File: config.mk
export PLATFORM = sky130hd
export DESIGN_NAME = instr_fetch
export DESIGN_NICKNAME = d
export VERILOG_FILES = /design/src/rtl/cpu_pkg.sv /design/src/rtl/program_counter.sv /design/src/rtl/instr_fetch.sv
export SDC_FILE = /design/constraint.sdc
export NUM_CORES = 1
export LEC_CHECK = 0
export CORE_ASPECT_RATIO = 2
export CORE_UTILIZATION = 40
export CTS_CLUSTER_SIZE = 28
export DETAILED_ROUTE_END_ITERATION = 7
export PLACE_DENSITY = 0.79
export SYNTH_ARGS = -nofsm -noshare
export SYNTH_HDL_FRONTEND = slang
export SYNTH_HIERARCHICAL = 1
export SYNTH_SLANG_ARGS = --single-unit
File: constraint.sdc
create_clock -name clk -period 2.25 [get_ports clk]
set_clock_uncertainty 0.15 [all_clocks]
set_input_delay 0.5625 -clock clk [delete_from_list [all_inputs] [get_ports clk]]
set_output_delay 0.5625 -clock clk [all_outputs]
set_load 0.01 [all_outputs]
File: src/rtl/cpu_pkg.sv
// Shared CPU types: opcode encoding, default fetch widths and fetch FSM states.
package cpu_pkg;

  localparam int OPC_W      = 3;
  localparam int ADDR_W_DEF = 5;
  localparam int DATA_W_DEF = 8;

  // Opcode encoding; 1 is unused.
  typedef enum logic [OPC_W-1:0] {
    HALT = 3'd0,
    SKZ  = 3'd2,
    ADD  = 3'd3,
    AND  = 3'd4,
    LDA  = 3'd5,
    STO  = 3'd6,
    JMP  = 3'd7
  } opcode_e;

  // Fetch FSM states. HALTED is only left through reset.
  typedef enum logic [1:0] {
    IDLE   = 2'd0,
    REQ    = 2'd1,
    HALTED = 2'd2
  } fetch_state_e;

endpackage

File: src/rtl/program_counter.sv
// Program counter: increment / jump mux with a registered wrap pulse.
module program_counter
  import cpu_pkg::*;
#(
  parameter int ADDR_W = ADDR_W_DEF
) (
  input  logic              clk,
  input  logic              rst,
  input  logic              hold,      // freeze the PC this cycle (halt)
  input  logic              pc_en,
  input  logic              pc_load,
  input  logic              jmp,
  input  logic [ADDR_W-1:0] load_val,
  output logic [ADDR_W-1:0] pc,
  output logic              pc_wrap
);

  logic [ADDR_W-1:0] pc_q, pc_d;
  logic              wrap_q, wrap_d;

  // Next PC: a taken jump beats any increment; a skip or pc_en both increment.
  // Only the increment path can raise the wrap pulse.
  always_comb begin
    pc_d   = pc_q;
    wrap_d = 1'b0;
    if (!hold) begin
      if (pc_load && jmp) begin
        pc_d = load_val;
      end else if (pc_load || pc_en) begin
        pc_d   = pc_q + {{(ADDR_W-1){1'b0}}, 1'b1};
        wrap_d = &pc_q;
      end
    end
  end

  // PC and wrap-pulse registers.
  always_ff @(posedge clk) begin
    if (rst) begin
      pc_q   <= '0;
      wrap_q <= 1'b0;
    end else begin
      pc_q   <= pc_d;
      wrap_q <= wrap_d;
    end
  end

  assign pc      = pc_q;
  assign pc_wrap = wrap_q;

endmodule

File: src/rtl/instr_fetch.sv
// Instruction fetch stage: owns the IR and the req/ack handshake to
// instruction memory, and applies the controller's PC and halt commands.
// Every output is driven straight from a register.
module instr_fetch
  import cpu_pkg::*;
#(
  parameter int ADDR_W = ADDR_W_DEF,
  parameter int DATA_W = DATA_W_DEF
) (
  input  logic              clk,
  input  logic              rst,
  input  logic              fetch_req,
  input  logic              pc_en,
  input  logic              pc_load,
  input  logic              jmp,
  input  logic              halt_in,
  output logic [ADDR_W-1:0] imem_addr,
  output logic              imem_req,
  input  logic              imem_ack,
  input  logic [DATA_W-1:0] imem_rdata,
  output logic [ADDR_W-1:0] pc,
  output logic [OPC_W-1:0]  opcode,
  output logic [ADDR_W-1:0] operand,
  output logic              ir_valid,
  output logic              busy,
  output logic              halted,
  output logic              fetch_overrun,
  output logic              pc_wrap
);

  fetch_state_e      state_q, state_d;
  logic [DATA_W-1:0] ir_q, ir_d;
  logic              ir_valid_q, ir_valid_d;
  logic [ADDR_W-1:0] addr_q, addr_d;
  logic              overrun_q, overrun_d;
  logic              pc_hold;

  // Halt takes effect in the same cycle it is raised, so the PC freezes then too.
  assign pc_hold = halt_in || (state_q == HALTED);

  program_counter #(
    .ADDR_W (ADDR_W)
  ) u_pc (
    .clk      (clk),
    .rst      (rst),
    .hold     (pc_hold),
    .pc_en    (pc_en),
    .pc_load  (pc_load),
    .jmp      (jmp),
    .load_val (ir_q[ADDR_W-1:0]),
    .pc       (pc),
    .pc_wrap  (pc_wrap)
  );

  // Fetch FSM next state. The fetch latches the pre-update PC, and an ack seen
  // in IDLE (including one alongside fetch_req) is never captured.
  always_comb begin
    state_d    = state_q;
    ir_d       = ir_q;
    ir_valid_d = ir_valid_q;
    addr_d     = addr_q;
    overrun_d  = overrun_q;
    case (state_q)
      IDLE: begin
        if (halt_in) begin
          state_d = HALTED;
        end else if (fetch_req) begin
          state_d    = REQ;
          addr_d     = pc;
          ir_valid_d = 1'b0;
        end
      end
      REQ: begin
        if (halt_in) begin
          state_d = HALTED;
        end else begin
          if (fetch_req) begin
            overrun_d = 1'b1;
          end
          if (imem_ack) begin
            state_d    = IDLE;
            ir_d       = imem_rdata;
            ir_valid_d = 1'b1;
          end
        end
      end
      HALTED: begin
        state_d = HALTED;
      end
      default: begin
        state_d = IDLE;
      end
    endcase
  end

  // FSM, IR and handshake registers.
  always_ff @(posedge clk) begin
    if (rst) begin
      state_q    <= IDLE;
      ir_q       <= '0;
      ir_valid_q <= 1'b0;
      addr_q     <= '0;
      overrun_q  <= 1'b0;
    end else begin
      state_q    <= state_d;
      ir_q       <= ir_d;
      ir_valid_q <= ir_valid_d;
      addr_q     <= addr_d;
      overrun_q  <= overrun_d;
    end
  end

  assign imem_addr     = addr_q;
  assign imem_req      = (state_q == REQ);
  assign busy          = (state_q == REQ);
  assign halted        = (state_q == HALTED);
  assign fetch_overrun = overrun_q;
  assign ir_valid      = ir_valid_q;
  assign opcode        = ir_q[DATA_W-1 -: OPC_W];
  assign operand       = ir_q[ADDR_W-1:0];

endmodule

==> impl_metrics.csv <==
group,metric,value,unit
drt,route.met3.wl,122,um
clocking,clock_latency,270,ps
worst_setup_path,required,1540,ps
clocking,cts-resized-gates,1,
yosys,syn_area_per_cell,9.617,sq um
drt,route.met2.wl,1510,um
worst_setup_path,setup.worst_path.end_class,"output pin",
drt,drtIter0Drc,46,
job,maxCapViolCount,0,
yosys,synthCells,118,
sta,finalMaxSlewViolations,0,
drt,drtAntennaViolNets,0,
clocking,tritoncts,"done",
clocking,numCtsBuffers,3,
clocking,clockRootBuffer,"clkbuf_8",
worst_setup_path,r2r_slack,620,ps
grt,grt_util_all_layers,0.1924,
place,hpwl,1911,um
worst_setup_path,reg2reg_depth,6,
finish,utilization,0.5885,
min_path,min_to,"fetch_overrun",
worst_setup_path,cp_max_fo,7,
sta,min_period_over_period,0.9691,
min_path,min_path_type,"reg -> reg",
yosys,synth_nets,136,
yosys,netlist_area,1135,sq um
floorplanning,die_x,39.67,um
outcome,status,"finished clean",
finish,area_growth,41.90,%
yosys,ys_ff_latch,23,
sta,worstMarginPinSlew,378.8,ps
place,globalplace.congestion,0.7131,
drt,firstDrtPassIters,4,
finish,drive_above_1_share,0.08750,
sta,timing.fmax,458.6,MHz
drt,highest_layer,"met4",
floorplanning,die_area,3067,sq um
floorplanning,io_pins,40,
drt,wl_met1,955,um
clocking,cts-hold-fix-buffers,0,
sta,finalCriticalPeriod,2180,ps
drt,wl,2652,um
sta,setup_tns,0,ps
yosys,seq_area_frac_synth,0.4057,
yosys,yosys_most_used_dff,"dfxtp_1",
floorplanning,core_area,2736,sq um
yosys,synth_warnings,6,
grt,grt_pass1_wl,4188,um
clocking,cts.sinks,23,
power_and_ir_drop,power_density,512.5,nW/um^2
clocking,cts.clk_slew.worst_paths,80,ps
worst_setup_path,cp.arrival,1470,ps
sta,setup_ws,69.52,ps
floorplanning,die_h,77.33,um
yosys,async_flop_share,0,
worst_setup_path,cp-start-kind,"register",
place,dp_slack,127.5,ps
drt,drc,0,
drt,num_vias,1010,
power_and_ir_drop,ir_drop,0.0003433,V
worst_setup_path,path_class,"reg -> out",
grt,grt_pass1_vias,977,
sta,hold_viol,0,
sta,setup_viol,0,
drt,viasPerCell,5.344,
clocking,clk_path_buf_depth,2,
place,port_buffers,39,
clocking,h-tree-depth,1,
finish,fin_nets,179,
power_and_ir_drop,p_leak,0.0005753,uW
yosys,synthDistinctLibCells,32,
worst_setup_path,r2r_end,"u_pc/pc[2]",
grt,gr-total-overflow,0,
grt,grt_max_degree,38,
sta,slew_headroom,0.7409,
drt,routedWlPerCell,14.03,um
finish,diodes,0,
clocking,post-cts-setup-buffers,0,
floorplanning,initial_core_util,0.4147,
floorplanning,rows,27,
sta,rsz0062_at_grt,"no",
min_path,holdPathStages,2,
min_path,min_from,"fetch_overrun",
worst_setup_path,worst_r2r_startpoint,"state_q[0]",
grt,antenna_found_initial,0,
yosys,synth-edff-count,0,
cells by family after synthesis:
group	count (synthesis)	share of synthesized area
simple gates	56	0.3164
buf+inv	9	0.04299
compound gates	15	0.09814
flops	23	0.4057
mux	13	0.1147
fa+ha+maj	2	0.02205
placed cells by master, fill, tap and decap left out, drive strengths merged:
master / synthesis / layout
and2b: 1 / 1
dlymetal6s2s: 0 / 1
nor4b: 2 / 2
a21oi: 4 / 4
o32ai: 1 / 1
o21ai: 2 / 2
nand2: 6 / 6
and3: 1 / 1
nand3: 3 / 3
a311oi: 2 / 2
a31oi: 1 / 1
mux2i: 13 / 13
dfxtp: 23 / 23
clkbuf: 3 / 4
buf: 3 / 5
a22oi: 1 / 1
a2111oi: 2 / 2
o21ba: 1 / 1
nand2b: 32 / 32
and4bb: 1 / 1
o21bai: 1 / 1
and2: 1 / 1
nor2: 4 / 4
nand4bb: 1 / 1
clkdlybuf4s50: 0 / 38
nor3: 1 / 1
or3b: 1 / 1
ha: 2 / 2
or2b: 1 / 1
or3: 1 / 1
inv: 3 / 3
worst max path at each step:
stage,from,end,slack [ps]
after floorplan,halt_in,u_pc/pc[0],660
final,state_q[1],busy,70
after global routing,state_q[1],imem_req,0.9
after CTS,state_q[0],halted,20
after global placement,halt_in,u_pc/pc[0],180
after detailed placement,halt_in,u_pc/pc[0],130
per-stage QoR:
step / power [uW] / instance area [sq um] / hold WS (ps) / instances
after floorplan: 502.2 / 1135 / 319.6 / 118
after global placement: 568.7 / 1562 / 287.4 / 185
after detailed placement: 573.7 / 1562 / 298.7 / 185
after CTS: 828.9 / 1608 / 311.0 / 189
after global routing: 861.6 / 1610 / 348.0 / 189
final: 825.2 / 1610 / 303.8 / 189
layout make-up:
class,instances,area (sq um)
multi-input cells,86,625.6
repair buffers,44,430.4
well taps,29,36.28
inverters,3,11.26
flip-flops and latches,23,461.7
clock buffers,4,45.04
fillers,242,1126
sequential cells by signal, summed over array words and instances (netlist names):
name and cells:
ir_q 8, imem_addr 5, u_pc/pc 5, state_q 2, fetch_overrun 1, ir_valid 1, u_pc/pc_wrap 1
cells in the mapped netlist, types with 2 or more instances:
cell type,number,area share
a21oi_1,4,0.018
a311oi_1,2,0.015
buf_4,2,0.013
clkbuf_1,3,0.0099
dfxtp_1,23,0.41
ha_1,2,0.022
inv_1,3,0.0099
mux2i_1,13,0.11
nand2_1,6,0.020
nand2b_1,32,0.18
nand3_1,3,0.013
nor2_1,4,0.013
o21ai_0,2,0.0088
power by group:
part | leakage [uW] | switching [uW] | total, uW | internal, uW
sequential | 0.000187 | 12.4 | 429 | 417
combinational | 0.000366 | 54.8 | 135 | 79.9
clock | 0.0000228 | 134 | 261 | 127
worst max-delay path, stage by stage, from the launching register on:
cell	delay (ps)
dfxtp_1	320
buf_4	160
and2b_1	200
clkdlybuf4s50_1	530
per-layer routing:
| metal | vias to the layer above | GRT usage |
|---|---|---|
| met5 | - | 0 |
| li1 | 488 | - |
| met2 | 39 | 0.3443 |
| met1 | 476 | 0.1835 |
| met4 | 0 | 0.1172 |
| met3 | 7 | 0.02601 |
(Power assumes the default switching activity.)
